### src/rtl/dm_write_buffer.sv
// Posted-store write buffer between the MEM-stage lane controller and data memory.
// Stores drain in order to a multi-cycle port; loads merge pending bytes, newest wins.
module dm_write_buffer #(
  parameter int DEPTH = 4
) (
  input  logic        clk,
  input  logic        rstn,
  input  logic [31:0] cpu_addr,
  input  logic [3:0]  cpu_wea,
  input  logic [31:0] cpu_wdata,
  input  logic        cpu_re,
  output logic [31:0] cpu_rdata,
  output logic        cpu_stall,
  output logic        mem_req,
  output logic        mem_we,
  output logic [31:0] mem_addr,
  output logic [3:0]  mem_wea,
  output logic [31:0] mem_wdata,
  input  logic        mem_ack,
  input  logic [31:0] mem_rdata
);

  // state | meaning
  // IDLE  | no memory transaction; pick a pending load, else drain the head entry
  // WR    | head entry write outstanding; popped on its ack
  // RD    | load read outstanding; merged word registered on its ack
  // RESP  | load retires (stall low), back to IDLE

  localparam int PTR_W = $clog2(DEPTH);
  localparam int CNT_W = PTR_W + 1;

  typedef enum logic [1:0] {IDLE, WR, RD, RESP} state_t;

  state_t             state;
  logic [29:0]        ent_addr [DEPTH];
  logic [3:0]         ent_wea  [DEPTH];
  logic [31:0]        ent_data [DEPTH];
  logic [PTR_W-1:0]   head;
  logic [PTR_W-1:0]   tail;
  logic [CNT_W-1:0]   count;

  logic               is_store;
  logic               is_load;
  logic               full;
  logic               push;
  logic               pop;
  logic [3:0]         cover_wea;
  logic [31:0]        merged;
  logic [PTR_W-1:0]   idx;
  logic [1:0]         unused_addr_lsb;

  assign unused_addr_lsb = cpu_addr[1:0];

  assign is_store  = (cpu_wea != 4'b0000);
  assign is_load   = cpu_re && !is_store;
  assign full      = (count == CNT_W'(DEPTH));
  assign push      = is_store && !full;
  assign pop       = (state == WR) && mem_ack;
  // Gated by rstn so a reset pipeline never sees a stall from a held load.
  assign cpu_stall = rstn && ((is_store && full) || (is_load && (state != RESP)));

  // Walk valid entries oldest to newest so later stores overwrite earlier bytes.
  always_comb begin
    cover_wea = 4'b0000;
    merged    = (state == RD) ? mem_rdata : 32'h0;
    idx       = head;
    for (int i = 0; i < DEPTH; i++) begin
      idx = head + PTR_W'(i);
      if ((CNT_W'(i) < count) && (ent_addr[idx] == cpu_addr[31:2])) begin
        cover_wea = cover_wea | ent_wea[idx];
        for (int b = 0; b < 4; b++) begin
          if (ent_wea[idx][b]) merged[8*b +: 8] = ent_data[idx][8*b +: 8];
        end
      end
    end
  end

  always_ff @(posedge clk or negedge rstn) begin
    if (!rstn) begin
      head  <= '0;
      tail  <= '0;
      count <= '0;
      for (int i = 0; i < DEPTH; i++) begin
        ent_addr[i] <= '0;
        ent_wea[i]  <= '0;
        ent_data[i] <= '0;
      end
    end else begin
      if (push) begin
        ent_addr[tail] <= cpu_addr[31:2];
        ent_wea[tail]  <= cpu_wea;
        ent_data[tail] <= cpu_wdata;
        tail           <= tail + PTR_W'(1);
      end
      if (pop) head <= head + PTR_W'(1);
      count <= count + CNT_W'(push) - CNT_W'(pop);
    end
  end

  always_ff @(posedge clk or negedge rstn) begin
    if (!rstn) begin
      state     <= IDLE;
      mem_req   <= 1'b0;
      mem_we    <= 1'b0;
      mem_addr  <= 32'h0;
      mem_wea   <= 4'b0000;
      mem_wdata <= 32'h0;
      cpu_rdata <= 32'h0;
    end else begin
      case (state)
        IDLE: begin
          if (is_load) begin
            if (cover_wea == 4'b1111) begin
              cpu_rdata <= merged;
              state     <= RESP;
            end else begin
              mem_req  <= 1'b1;
              mem_we   <= 1'b0;
              mem_addr <= {cpu_addr[31:2], 2'b00};
              mem_wea  <= 4'b0000;
              state    <= RD;
            end
          end else if (count != '0) begin
            mem_req   <= 1'b1;
            mem_we    <= 1'b1;
            mem_addr  <= {ent_addr[head], 2'b00};
            mem_wea   <= ent_wea[head];
            mem_wdata <= ent_data[head];
            state     <= WR;
          end
        end
        WR: begin
          if (mem_ack) begin
            mem_req <= 1'b0;
            mem_we  <= 1'b0;
            state   <= IDLE;
          end
        end
        RD: begin
          if (mem_ack) begin
            mem_req   <= 1'b0;
            cpu_rdata <= merged;
            state     <= RESP;
          end
        end
        RESP: state <= IDLE;
        default: state <= IDLE;
      endcase
    end
  end

endmodule
### config.mk
export PLATFORM = sky130hd
export DESIGN_NAME = dm_write_buffer
export DESIGN_NICKNAME = d
export VERILOG_FILES = /design/src/rtl/dm_write_buffer.sv
export SDC_FILE = /design/constraint.sdc
export NUM_CORES = 1
export LEC_CHECK = 0
export CORE_AREA = 3 3 270 206
export CTS_BUF_LIST = sky130_fd_sc_hd__clkbuf_4 sky130_fd_sc_hd__clkbuf_8 sky130_fd_sc_hd__clkbuf_16
export DETAILED_ROUTE_END_ITERATION = 8
export DIE_AREA = 0 0 273 209
export PLACE_DENSITY = 0.67
export SYNTH_ARGS = -nofsm -noshare
export SYNTH_HDL_FRONTEND = slang
export SYNTH_SLANG_ARGS = --single-unit
### constraint.sdc
create_clock -name clk -period 4.2 [get_ports clk]
set_input_delay 0.84 -clock clk [delete_from_list [all_inputs] [get_ports clk]]
set_output_delay 0.84 -clock clk [all_outputs]
set_load 0.01 [all_outputs]
==> impl_metrics.env <==
export IMPL_fin_hold_ws_ns=0.0908
export IMPL_max_slew_margin=0.353
export IMPL_peakVddDrop_uv=649
export IMPL_wl_per_cell_um=23.5
export IMPL_cp_cell_sequence="buf_4 > buf_12 > buf_4 > mux2i_1 > xor2_1 > nand4b_1 > o22ai_1 > nand4_1 > or4_4 > buf_12 > a211oi_4 > or4_4 > a41oi_2 > buf_4 > and2_4 > buf_12 > mux2_4"
export IMPL_ys_async_sr_fraction=1.00
export IMPL_clock_latency_ns=0.58
export IMPL_max_cap_violations=0
export IMPL_io_pins=207
export IMPL_finalCriticalPeriod_ns=4.35
export IMPL_violations="negative setup slack"
export IMPL_setup_viol=63
export IMPL_synth_top_family_by_area="multiplexers"
export IMPL_drv_slew=0
export IMPL_wirelength_um=79600
export IMPL_dieWidth_um=273
export IMPL_syn_avg_cell_area_sq_um=10.6
export IMPL_synth_ff_type="dfrtp_1"
export IMPL_worst_pin_slew_ns=0.970
export IMPL_max_freq_ghz=0.230
export IMPL_clk_pin_slew_ns=0.06
export IMPL_yosys_register_bits=373
export IMPL_critical_path_top_delay_family="simple AND/OR/NAND/NOR gates"
export IMPL_track_usage=0.275
export IMPL_yosys_area_share_simple=0.0849
export IMPL_core_area_sq_um=52900
export IMPL_die_y_um=209
export IMPL_place_congestion=0.980
export IMPL_hold_path_class="in -> async"
export IMPL_clock_skew_ns=0.0148
export IMPL_synth_cells=2250
export IMPL_period_share=1.03
export IMPL_htreeDepth=2
export IMPL_synthXorXnorAreaFrac=0.0361
export IMPL_syn_cell_area_sq_um=23800
export IMPL_cp_max_fo=25
export IMPL_grt_pass1_wl_um=122000
export IMPL_layout_common_cells="dfrtp_1, mux2_2, nand2_1"
export IMPL_ant_nets=0
export IMPL_cts_buffers=43
export IMPL_power_leakage_nw=13.1
export IMPL_rsz0062_at_grt="true"
export IMPL_synth_top_area_frac=0.393
export IMPL_utilization=0.575
export IMPL_critical_path_max_stage_delay_ns=0.55
export IMPL_grt_max_degree=176
export IMPL_synthMuxAreaShare=0.313
export IMPL_multi_input_area_sq_um=13700
export IMPL_nets=2754
export IMPL_drc=0
export IMPL_arrival_ns=4.79
export IMPL_n_fill_cell=4359
export IMPL_yosysTopAreaCell="dfrtp_1"
export IMPL_ys_seq_area_frac=0.393
export IMPL_synthAdderAreaFrac=0.00716
export IMPL_antenna_found_initial=4
export IMPL_dr_pass1_iters=5
export IMPL_status="complete, but fails checks"
export IMPL_root_buffer="clkbuf_16"
export IMPL_synth_compound_area_frac=0.123
export IMPL_synth_edf_count=0
export IMPL_cts_sinks=373
export IMPL_criticalPathCategory="reg -> reg"
export IMPL_grt_pass1_vias=20000
export IMPL_dieArea_sq_um=57100
export IMPL_yosysWarningCount=0
export IMPL_syn2layout_area_growth_pct=28.1
export IMPL_rows=73
export IMPL_synthTopCellsByArea="dfrtp_1, mux2_2, mux2i_1"
export IMPL_vias=20000
export IMPL_via_per_inst=5.91
export IMPL_p_per_area_nw_per_um2=933
export IMPL_hpwlAfterDp_um=57100
export IMPL_cp_required_ns=4.65
export IMPL_cp_buffers_inverters=6
export IMPL_drt_initial_drc_count=1973
export IMPL_io_buffers=202
export IMPL_final_common_cell="dfrtp_1"
export IMPL_placed_area_sq_um=28500
export IMPL_grt_overflow_total=0
export IMPL_yosysUniqueCellTypes=85
export IMPL_finalHoldViolCount=0
export IMPL_final_area_sq_um=30400
export IMPL_start_util=0.449
export IMPL_tritoncts="done"
export IMPL_cts_buffer_depth=3
export IMPL_finalWorstSetupSlack_ns=-0.146
export IMPL_drive_gt1_frac=0.326
export IMPL_seq_area_sq_um=9340
export IMPL_crit_path_top_delay_cell="or4_4"
export IMPL_cp_start_kind="flip-flop"
export IMPL_endpoint_kind="flip-flop"
==> per-stage QoR <==
stage	setup WS [ns]	power, mW	cells	TNS [ns]
CTS	-0.0732	28.1	3374	-2.31
detailed placement	-0.538	23.6	3286	-29.84
finish	-0.146	28.4	3382	-6.14
floorplan	-0.0292	17.1	2251	-0.876
global placement	-0.536	23.1	3286	-29.12
global route	-0.255	30.0	3381	-12.94
==> what timing repair did <==
item,in CTS,in global routing
endpoints found under the hold margin,0,0
setup buffers,9,7
gates resized for setup,43,19
pin swaps,14,7
endpoints found under the setup margin,68,68
hold buffers,0,0
cloned,2,0
==> registers in the layout, indices dropped and copies added (netlist names) <==
name / count
state: 2
mem_we: 1
mem_addr: 30
cpu_rdata: 32
mem_wea: 4
ent_data: 128
tail: 2
mem_req: 1
ent_addr: 120
count: 3
head: 2
mem_wdata: 32
ent_wea: 16
==> where the power goes <==
part           switching, mW  total [mW]  internal [mW]
combinational           8.94        17.6           8.67
sequential              1.46        6.91           5.45
clock                   1.60        3.88           2.28
total                   12.0        28.4           16.4
==> cell usage after synthesis, types with 28 or more instances <==
cell / number
xnor2_1: 70
mux2_2: 318
mux2i_1: 226
mux2_4: 32
o22ai_1: 31
dfrtp_1: 373
a31oi_1: 32
o21ai_0: 145
a21oi_1: 88
nor2_1: 89
clkbuf_1: 109
mux4_2: 44
nand2_1: 295
xor2_1: 28
==> layout make-up <==
cell class                      instances  share of cell area
Clock inverter                         18             0.00629
Sequential cell                       373               0.307
Multi-Input combinational cell       1663               0.449
Antenna cell                            1           0.0000822
Tap cell                              712              0.0293
Inverter                               29             0.00382
Clock buffer                           59              0.0413
Timing Repair Buffer                  527               0.163
==> worst reg2reg max path, delay by kind of cell, from the launching register on <==
family / cells / cell delay, ns
AND/OR/NAND/NOR: 5 / 1.33
flip-flops: 1 / 0.46
XOR/XNOR: 1 / 0.26
buffers and inverters: 6 / 1.03
AO/OA/AOI/OAI: 3 / 0.59
multiplexers: 2 / 0.53
==> kinds of logic (layout without fill, tap and decap cells) <==
| family | count (synthesis) | in the layout |
|---|---|---|
| xor+xnor | 98 | 98 |
| simple gates | 472 | 472 |
| other cells | 1 | 3 |
| compound gates | 448 | 448 |
| fa+ha+maj | 13 | 13 |
| mux | 630 | 630 |
| flops | 373 | 373 |
| buf+inv | 215 | 633 |
==> path summary, 6_finish.rpt <==
path                          startpoint            end  slack [ns]  depth (start not counted)
hold reg to reg            mem_wdata[18]  mem_wdata[18]        0.49                          2
setup reg to reg                 head[1]   mem_addr[13]       -0.15                         17
hold / removal                      rstn   mem_wdata[9]        0.09                          1
max in group asynchronous           rstn   ent_addr[62]        2.37                          3
min in group clk           mem_wdata[18]  mem_wdata[18]        0.49                          2
setup / recovery                 head[1]   mem_addr[13]       -0.15                         17
==> layer usage <==
layer	wire length (um)	GRT usage	share of wire
met1	36900	0.408	0.46
met2	34900	0.414	0.44
met3	5990	0.0525	0.075
met4	1700	0.0647	0.021
met5	39	0	0.00049
Power figures use the tool's default switching activity.
